`src/rtl/node_pkg.sv`:
```
// Shared types for the node_theta block: combine-function select encoding.
package node_pkg;

  typedef enum logic [1:0] {
    MODE_ANDN = 2'd0,
    MODE_XOR  = 2'd1,
    MODE_OR   = 2'd2,
    MODE_PASS = 2'd3
  } node_mode_e;

endpackage

```
`src/rtl/node_theta_if.sv`:
```
// Valid/ready stream bundle for node_theta: one input beat channel and one
// registered result channel. The master side is the producer/consumer
// environment; the slave side is the node itself.
interface node_theta_if #(
  parameter int WIDTH = 16
);
  logic             in_valid;
  logic             in_ready;
  logic [WIDTH-1:0] in_vec;
  logic             out_valid;
  logic             out_ready;
  logic [WIDTH-1:0] out_vec;

  modport master (
    output in_valid,
    output in_vec,
    output out_ready,
    input  in_ready,
    input  out_valid,
    input  out_vec
  );

  modport slave (
    input  in_valid,
    input  in_vec,
    input  out_ready,
    output in_ready,
    output out_valid,
    output out_vec
  );
endinterface

```
`src/rtl/node_state_chain.sv`:
```
// History chain s[0..DEPTH-1] plus the mode-selected combine of its two ends.
// The chain only moves on an accepted beat; flush zeroes it synchronously.
module node_state_chain
  import node_pkg::*;
#(
  parameter int WIDTH = 16,
  parameter int DEPTH = 4
) (
  input  logic             clk,
  input  logic             rst_n,
  input  logic             flush,
  input  logic             accept,
  input  node_mode_e       mode,
  input  logic [WIDTH-1:0] in_vec,
  output logic [WIDTH-1:0] computed
);

  logic [WIDTH-1:0] s [DEPTH];

  // Combine the head and tail of the chain according to the selected mode.
  always_comb begin
    computed = s[0];
    case (mode)
      MODE_ANDN: computed = s[0] & ~s[DEPTH-1];
      MODE_XOR:  computed = s[0] ^ s[DEPTH-1];
      MODE_OR:   computed = s[0] | s[DEPTH-1];
      MODE_PASS: computed = s[0];
      default:   computed = s[0];
    endcase
  end

  // Advance the chain on each accepted beat; head folds in the combine result.
  always_ff @(posedge clk or negedge rst_n) begin
    if (!rst_n) begin
      for (int i = 0; i < DEPTH; i++) s[i] <= '0;
    end else if (flush) begin
      for (int i = 0; i < DEPTH; i++) s[i] <= '0;
    end else if (accept) begin
      s[0] <= in_vec | computed;
      for (int i = 1; i < DEPTH; i++) s[i] <= s[i-1] ^ in_vec;
    end
  end

endmodule

```
`src/rtl/node_theta.sv`:
```
// node_theta: accepts one beat per cycle, folds it through a short history
// chain and presents (computed + in_vec) as a registered, back-pressurable
// result. Also counts accepted beats.
module node_theta
  import node_pkg::*;
#(
  parameter int WIDTH = 16,
  parameter int DEPTH = 4,
  parameter int CNT_W = 16
) (
  input  logic             clk,
  input  logic             rst_n,
  input  logic             flush,
  input  node_mode_e       mode,
  output logic [CNT_W-1:0] beat_count,
  node_theta_if.slave      bus
);

  logic             accept_p0;
  logic [WIDTH-1:0] computed_p0;
  logic [WIDTH-1:0] out_vec_p1;
  logic             vld_p1;

  // A new beat may enter when the output slot is free or draining, never during flush.
  assign bus.in_ready = (!vld_p1 || bus.out_ready) && !flush;
  assign accept_p0    = bus.in_valid && bus.in_ready;

  node_state_chain #(
    .WIDTH (WIDTH),
    .DEPTH (DEPTH)
  ) u_chain (
    .clk      (clk),
    .rst_n    (rst_n),
    .flush    (flush),
    .accept   (accept_p0),
    .mode     (mode),
    .in_vec   (bus.in_vec),
    .computed (computed_p0)
  );

  // ---- p0 -> p1: result register; holds while downstream stalls, flush leaves it alone.
  always_ff @(posedge clk or negedge rst_n) begin
    if (!rst_n) begin
      vld_p1     <= 1'b0;
      out_vec_p1 <= '0;
    end else if (accept_p0) begin
      vld_p1     <= 1'b1;
      out_vec_p1 <= computed_p0 + bus.in_vec;
    end else if (bus.out_ready) begin
      vld_p1     <= 1'b0;
    end
  end

  // Accepted-beat counter, wrapping naturally at 2^CNT_W.
  always_ff @(posedge clk or negedge rst_n) begin
    if (!rst_n) begin
      beat_count <= '0;
    end else if (flush) begin
      beat_count <= '0;
    end else if (accept_p0) begin
      beat_count <= beat_count + CNT_W'(1);
    end
  end

  assign bus.out_valid = vld_p1;
  assign bus.out_vec   = out_vec_p1;

endmodule

```
`src/flat_wrapper.sv`:
```
// flat-port wrapper written by rule: the top's interface ports become plain ports
module node_theta_flat import node_pkg::*;
#(
  parameter int WIDTH = 16,
  parameter int DEPTH = 4,
  parameter int CNT_W = 16
)
  (clk, rst_n, flush, mode, beat_count, bus_in_valid, bus_in_vec, bus_out_ready, bus_in_ready, bus_out_valid, bus_out_vec);
  node_theta_if #(.WIDTH(WIDTH)) bus_i ();
  input  logic clk;
  input  logic rst_n;
  input  logic flush;
  input  node_mode_e mode;
  output logic [CNT_W-1:0] beat_count;
  input wire logic [$bits(bus_i.in_valid)-1:0] bus_in_valid;
  input wire logic [$bits(bus_i.in_vec)-1:0] bus_in_vec;
  input wire logic [$bits(bus_i.out_ready)-1:0] bus_out_ready;
  output wire logic [$bits(bus_i.in_ready)-1:0] bus_in_ready;
  output wire logic [$bits(bus_i.out_valid)-1:0] bus_out_valid;
  output wire logic [$bits(bus_i.out_vec)-1:0] bus_out_vec;
  assign bus_i.in_valid = bus_in_valid;
  assign bus_i.in_vec = bus_in_vec;
  assign bus_i.out_ready = bus_out_ready;
  assign bus_in_ready = bus_i.in_ready;
  assign bus_out_valid = bus_i.out_valid;
  assign bus_out_vec = bus_i.out_vec;
  node_theta #(.WIDTH(WIDTH), .DEPTH(DEPTH), .CNT_W(CNT_W)) u_core (.clk(clk), .rst_n(rst_n), .flush(flush), .mode(mode), .beat_count(beat_count), .bus(bus_i));
endmodule
```
`config.mk`:
```
export PLATFORM = sky130hd
export DESIGN_NAME = node_theta_flat
export DESIGN_NICKNAME = d
export VERILOG_FILES = /design/src/rtl/node_pkg.sv /design/src/rtl/node_theta_if.sv /design/src/rtl/node_state_chain.sv /design/src/rtl/node_theta.sv /design/src/flat_wrapper.sv
export SDC_FILE = /design/constraint.sdc
export NUM_CORES = 1
export LEC_CHECK = 0
export CAP_MARGIN = 20
export CELL_PAD_IN_SITES_DETAIL_PLACEMENT = 2
export CELL_PAD_IN_SITES_GLOBAL_PLACEMENT = 2
export CORE_UTILIZATION = 39
export CTS_CLUSTER_DIAMETER = 100
export DETAILED_ROUTE_END_ITERATION = 12
export GPL_ROUTABILITY_DRIVEN = 0
export PLACE_DENSITY = 0.88
export SLEW_MARGIN = 30
export SYNTH_ARGS = -nofsm -noshare
export SYNTH_HDL_FRONTEND = slang
export SYNTH_HIERARCHICAL = 1
export SYNTH_SLANG_ARGS = --single-unit
```
`constraint.sdc`:
```
create_clock -name clk -period 4.6 [get_ports clk]
set_clock_uncertainty 0.15 [all_clocks]
set_input_delay 0.69 -clock clk [delete_from_list [all_inputs] [get_ports clk]]
set_output_delay 0.69 -clock clk [all_outputs]
set_load 0.02 [all_outputs]
```
==> reports/metrics.cfg <==
[status]
status = finished clean

[critical_path]
cp_slowest_cell = o211ai_1
critPathMostFrequentCell = a21oi_1
slowest_delay_ns = 0.51
path_class = in2reg
path_cells = clkdlybuf4s50_1 > inv_1 > a21oi_1 > a21oi_1 > ha_1 > fa_1 > a21oi_1 > o211ai_1 > a31oi_1 > or3_1 > nand3_1
path_buf_inv = 2
critPathArrivalTime_ns = 3.74
worstPathMaxFanout = 17
cp_top_family = compound AO/OA/AOI/OAI gates
startpoint_type = primary input
crit_path_end_kind = flip-flop
crit_required_ns = 4.75

[sta]
rsz0062_at_grt = no
setup_viol = 0
fin_crit_sh_pct = 78.1
worstMarginPinSlew_ns = 0.930
hold_viol = 0
finalWorstPathRequiredPeriod_ns = 3.59
hold_slack_ns = 0.250
relSlewSlack_pct = 38.0
finalSetupTns_ns = 0
maxSlewViolCount = 0
fmax_mhz = 278

[logic_synthesis]
syn-num-nets = 790
postSynthAreaPerCell_um2 = 8.94
synth_cell_types = 47
ys_ff_latch = 97
ys_warn_count = 6
synth-edff-count = 0
synth-main-ff-cell = dfrtp_1
synth_xor_xnor_area_share_pct = 9.68
synthMuxAreaShare_pct = 0.312
synthSimpleGateAreaFrac_pct = 17.7
synth_area_mm2 = 0.00642
synth-compound-area-share_pct = 19.3
synth_top_family_by_area = compound AO/OA/AOI/OAI gates
synth_fa_ha_area_share_pct = 9.66
async_reset_ff_share_pct = 100
synthCells = 718
ys_seq_area_share_pct = 37.8

[cts]
h-tree-depth = 3
numCtsBuffers = 9
clock_latency_ns = 0.37
cts_setup_buffers = 0
cts.repair.resized = 0
cts_buffer_depth = 2
cts_tree = yes
clk_pin_slew_ns = 0.07
cts_hold_buf = 0
cts-root-buf = clkbuf_16
cts_sinks = 97

[grt]
grt_pass1_vias = 6314
grt_start_max_net_pins = 93
antenna_found_initial = 0
grt_first_pass_wirelength_mm = 33.0
grt_util_all_layers_pct = 25.4
overflow = 0

[die]
row_count = 46
fp.dieH_um = 130
die_x_um = 130
die_area_mm2 = 0.0170
initial_utilization_pct = 40.1
io_pins = 57
core_area_mm2 = 0.0160

[routing]
drt-pass1-iter-count = 4
drc = 0
wl_per_cell_um = 20.9
drtIter0Drc = 239
via_per_inst = 5.74
drt-total-wl_mm = 20.3
via_count = 5583
ant_nets = 0

[pwr]
ir_worst_vdd_uv = 197
power_density_mw_per_mm2 = 341
power.total_mw = 2.52
p_sw_share_pct = 35.8
p_comb_share_pct = 29.7
power_leakage_nw = 2.96
p_sw_mw = 0.902
internal_power_mw = 1.61
power_frac_seq_pct = 40.1
power.share.clock_pct = 30.2

[worst_hold_path]
hold_class = in2async

[final_layout]
nNetsFinal = 823
fin_util_pct = 46.2
layout-drive-gt1-share_pct = 4.23
num_antenna_cells = 0
post-route-cell-area_mm2 = 0.00739
syn_to_final_growth_pct = 15.0

[placed_design]
dp_hpwl_mm = 13.9
dpl-instance-area_mm2 = 0.00710
io_buffers = 56

[flow_run]
max_cap_violations = 0

## cells by family (layout without fill, tap and decap cells)
kind of cell / count (synthesis) / in the layout
AOI/OAI and AO/OA: 187 / 187
xor gates and xnor gates: 71 / 71
adders and majority gates: 49 / 49
buffers and inverters: 84 / 122
DFF: 97 / 97
muxes: 2 / 2
and+or+nand+nor: 228 / 228
## power by group through the flow
stage / Combinational, mW / Clock, mW / Sequential, mW
after detailed placement: 0.735 / 0 / 1.03
after global routing: 0.816 / 0.806 / 1.02
final: 0.747 / 0.759 / 1.01
after global placement: 0.688 / 0 / 1.02
after floorplan: 0.399 / 0 / 1.06
after CTS: 0.752 / 0.780 / 1.01
## cells in the mapped netlist, types with 2 or more instances
| master | count | area [um2] |
|---|---|---|
| dfrtp_1 | 97 | 2430 |
| nor2_1 | 84 | 315 |
| a211oi_1 | 66 | 495 |
| a21oi_1 | 64 | 320 |
| xnor2_1 | 54 | 473 |
| ha_1 | 48 | 601 |
| inv_1 | 42 | 158 |
| nand2b_1 | 35 | 219 |
| nand2_1 | 34 | 128 |
| clkbuf_1 | 23 | 86.3 |
| nor2b_1 | 18 | 113 |
| nor4_1 | 17 | 106 |
| o21ai_0 | 17 | 85.1 |
| xor2_1 | 17 | 149 |
| a2111oi_0 | 16 | 140 |
| nand3_1 | 13 | 65.1 |
| buf_2 | 11 | 55.1 |
| nand4_1 | 9 | 56.3 |
| a21o_1 | 4 | 30.0 |
| nor3_1 | 4 | 20.0 |
| o211ai_1 | 4 | 30.0 |
| or3_1 | 4 | 25.0 |
| a31oi_1 | 3 | 18.8 |
| and3_1 | 3 | 18.8 |
| buf_4 | 3 | 22.5 |
| a221oi_1 | 2 | 17.5 |
| and2_1 | 2 | 12.5 |
| buf_6 | 2 | 22.5 |
| mux2i_1 | 2 | 20.0 |
| o2111ai_1 | 2 | 17.5 |
| o31a_1 | 2 | 17.5 |
## layout by cell type, fill, tap and decap left out, types with 8 or more instances in the layout
master | synthesis | routed
a211oi_1 | 66 | 66
nand2_1 | 34 | 34
nand3_1 | 13 | 13
buf_4 | 3 | 8
clkbuf_16 | 0 | 9
nor2_1 | 84 | 84
nor4_1 | 17 | 17
dfrtp_1 | 97 | 97
a2111oi_0 | 16 | 16
inv_1 | 42 | 42
nand2b_1 | 35 | 35
xor2_1 | 17 | 17
xnor2_1 | 54 | 54
ha_1 | 48 | 48
nand4_1 | 9 | 9
clkdlybuf4s50_1 | 0 | 53
nor2b_1 | 18 | 18
a21oi_1 | 64 | 64
o21ai_0 | 17 | 17
## per-stage QoR
stage | std cells | setup slack (ns)
2_1_floorplan | 718 | 1.53
3_3_place_gp | 956 | 0.961
3_5_place_dp | 956 | 0.730
4_1_cts | 972 | 1.06
5_1_grt | 972 | 0.863
6_report | 972 | 1.01
## registers in the layout, summed over array words and instances, names as in the netlist
register and cells:
u_core/beat_count 16, u_core/u_chain/s 64, u_core/bus.out_valid 1, u_core/bus.out_vec 16
## area by class of cell
cell class | count | area, um2
Inverter | 43 | 163
Sequential cell | 97 | 2430
Tap cell | 216 | 270
Timing Repair Buffer | 63 | 601
Clock buffer | 9 | 225
Fill cell | 1751 | 8610
Clock inverter | 7 | 62.6
Multi-Input combinational cell | 537 | 3640
## final timing paths
| path | start | end | slack (ns) | cells after the start |
|---|---|---|---|---|
| worst max-delay path | mode[1] | u_core/bus.out_vec[12] | 1.01 | 11 |
| worst min-delay path | rst_n | u_core/u_chain/s[2] | 0.25 | 1 |
| worst max register to register | u_core/u_chain/s[48] | u_core/bus.out_vec[10] | 1.30 | 11 |
| worst min register to register | u_core/bus.out_vec[9] | u_core/bus.out_vec[9] | 0.37 | 2 |
| max in group asynchronous | rst_n | u_core/u_chain/s[20] | 3.02 | 2 |
| min in group clk | u_core/bus.out_vec[9] | u_core/bus.out_vec[9] | 0.37 | 2 |
## metal layers
layer / global-route usage [%] / part of all wire (%) / up-vias
met5: 0 / 0 / -
met4: 10.9 / 3.0 / 0
met3: 3.69 / 2.0 / 45
met2: 48.0 / 54 / 91
met1: 28.1 / 41 / 2857
li1: - / - / 2590
(Power assumes the default switching activity.)
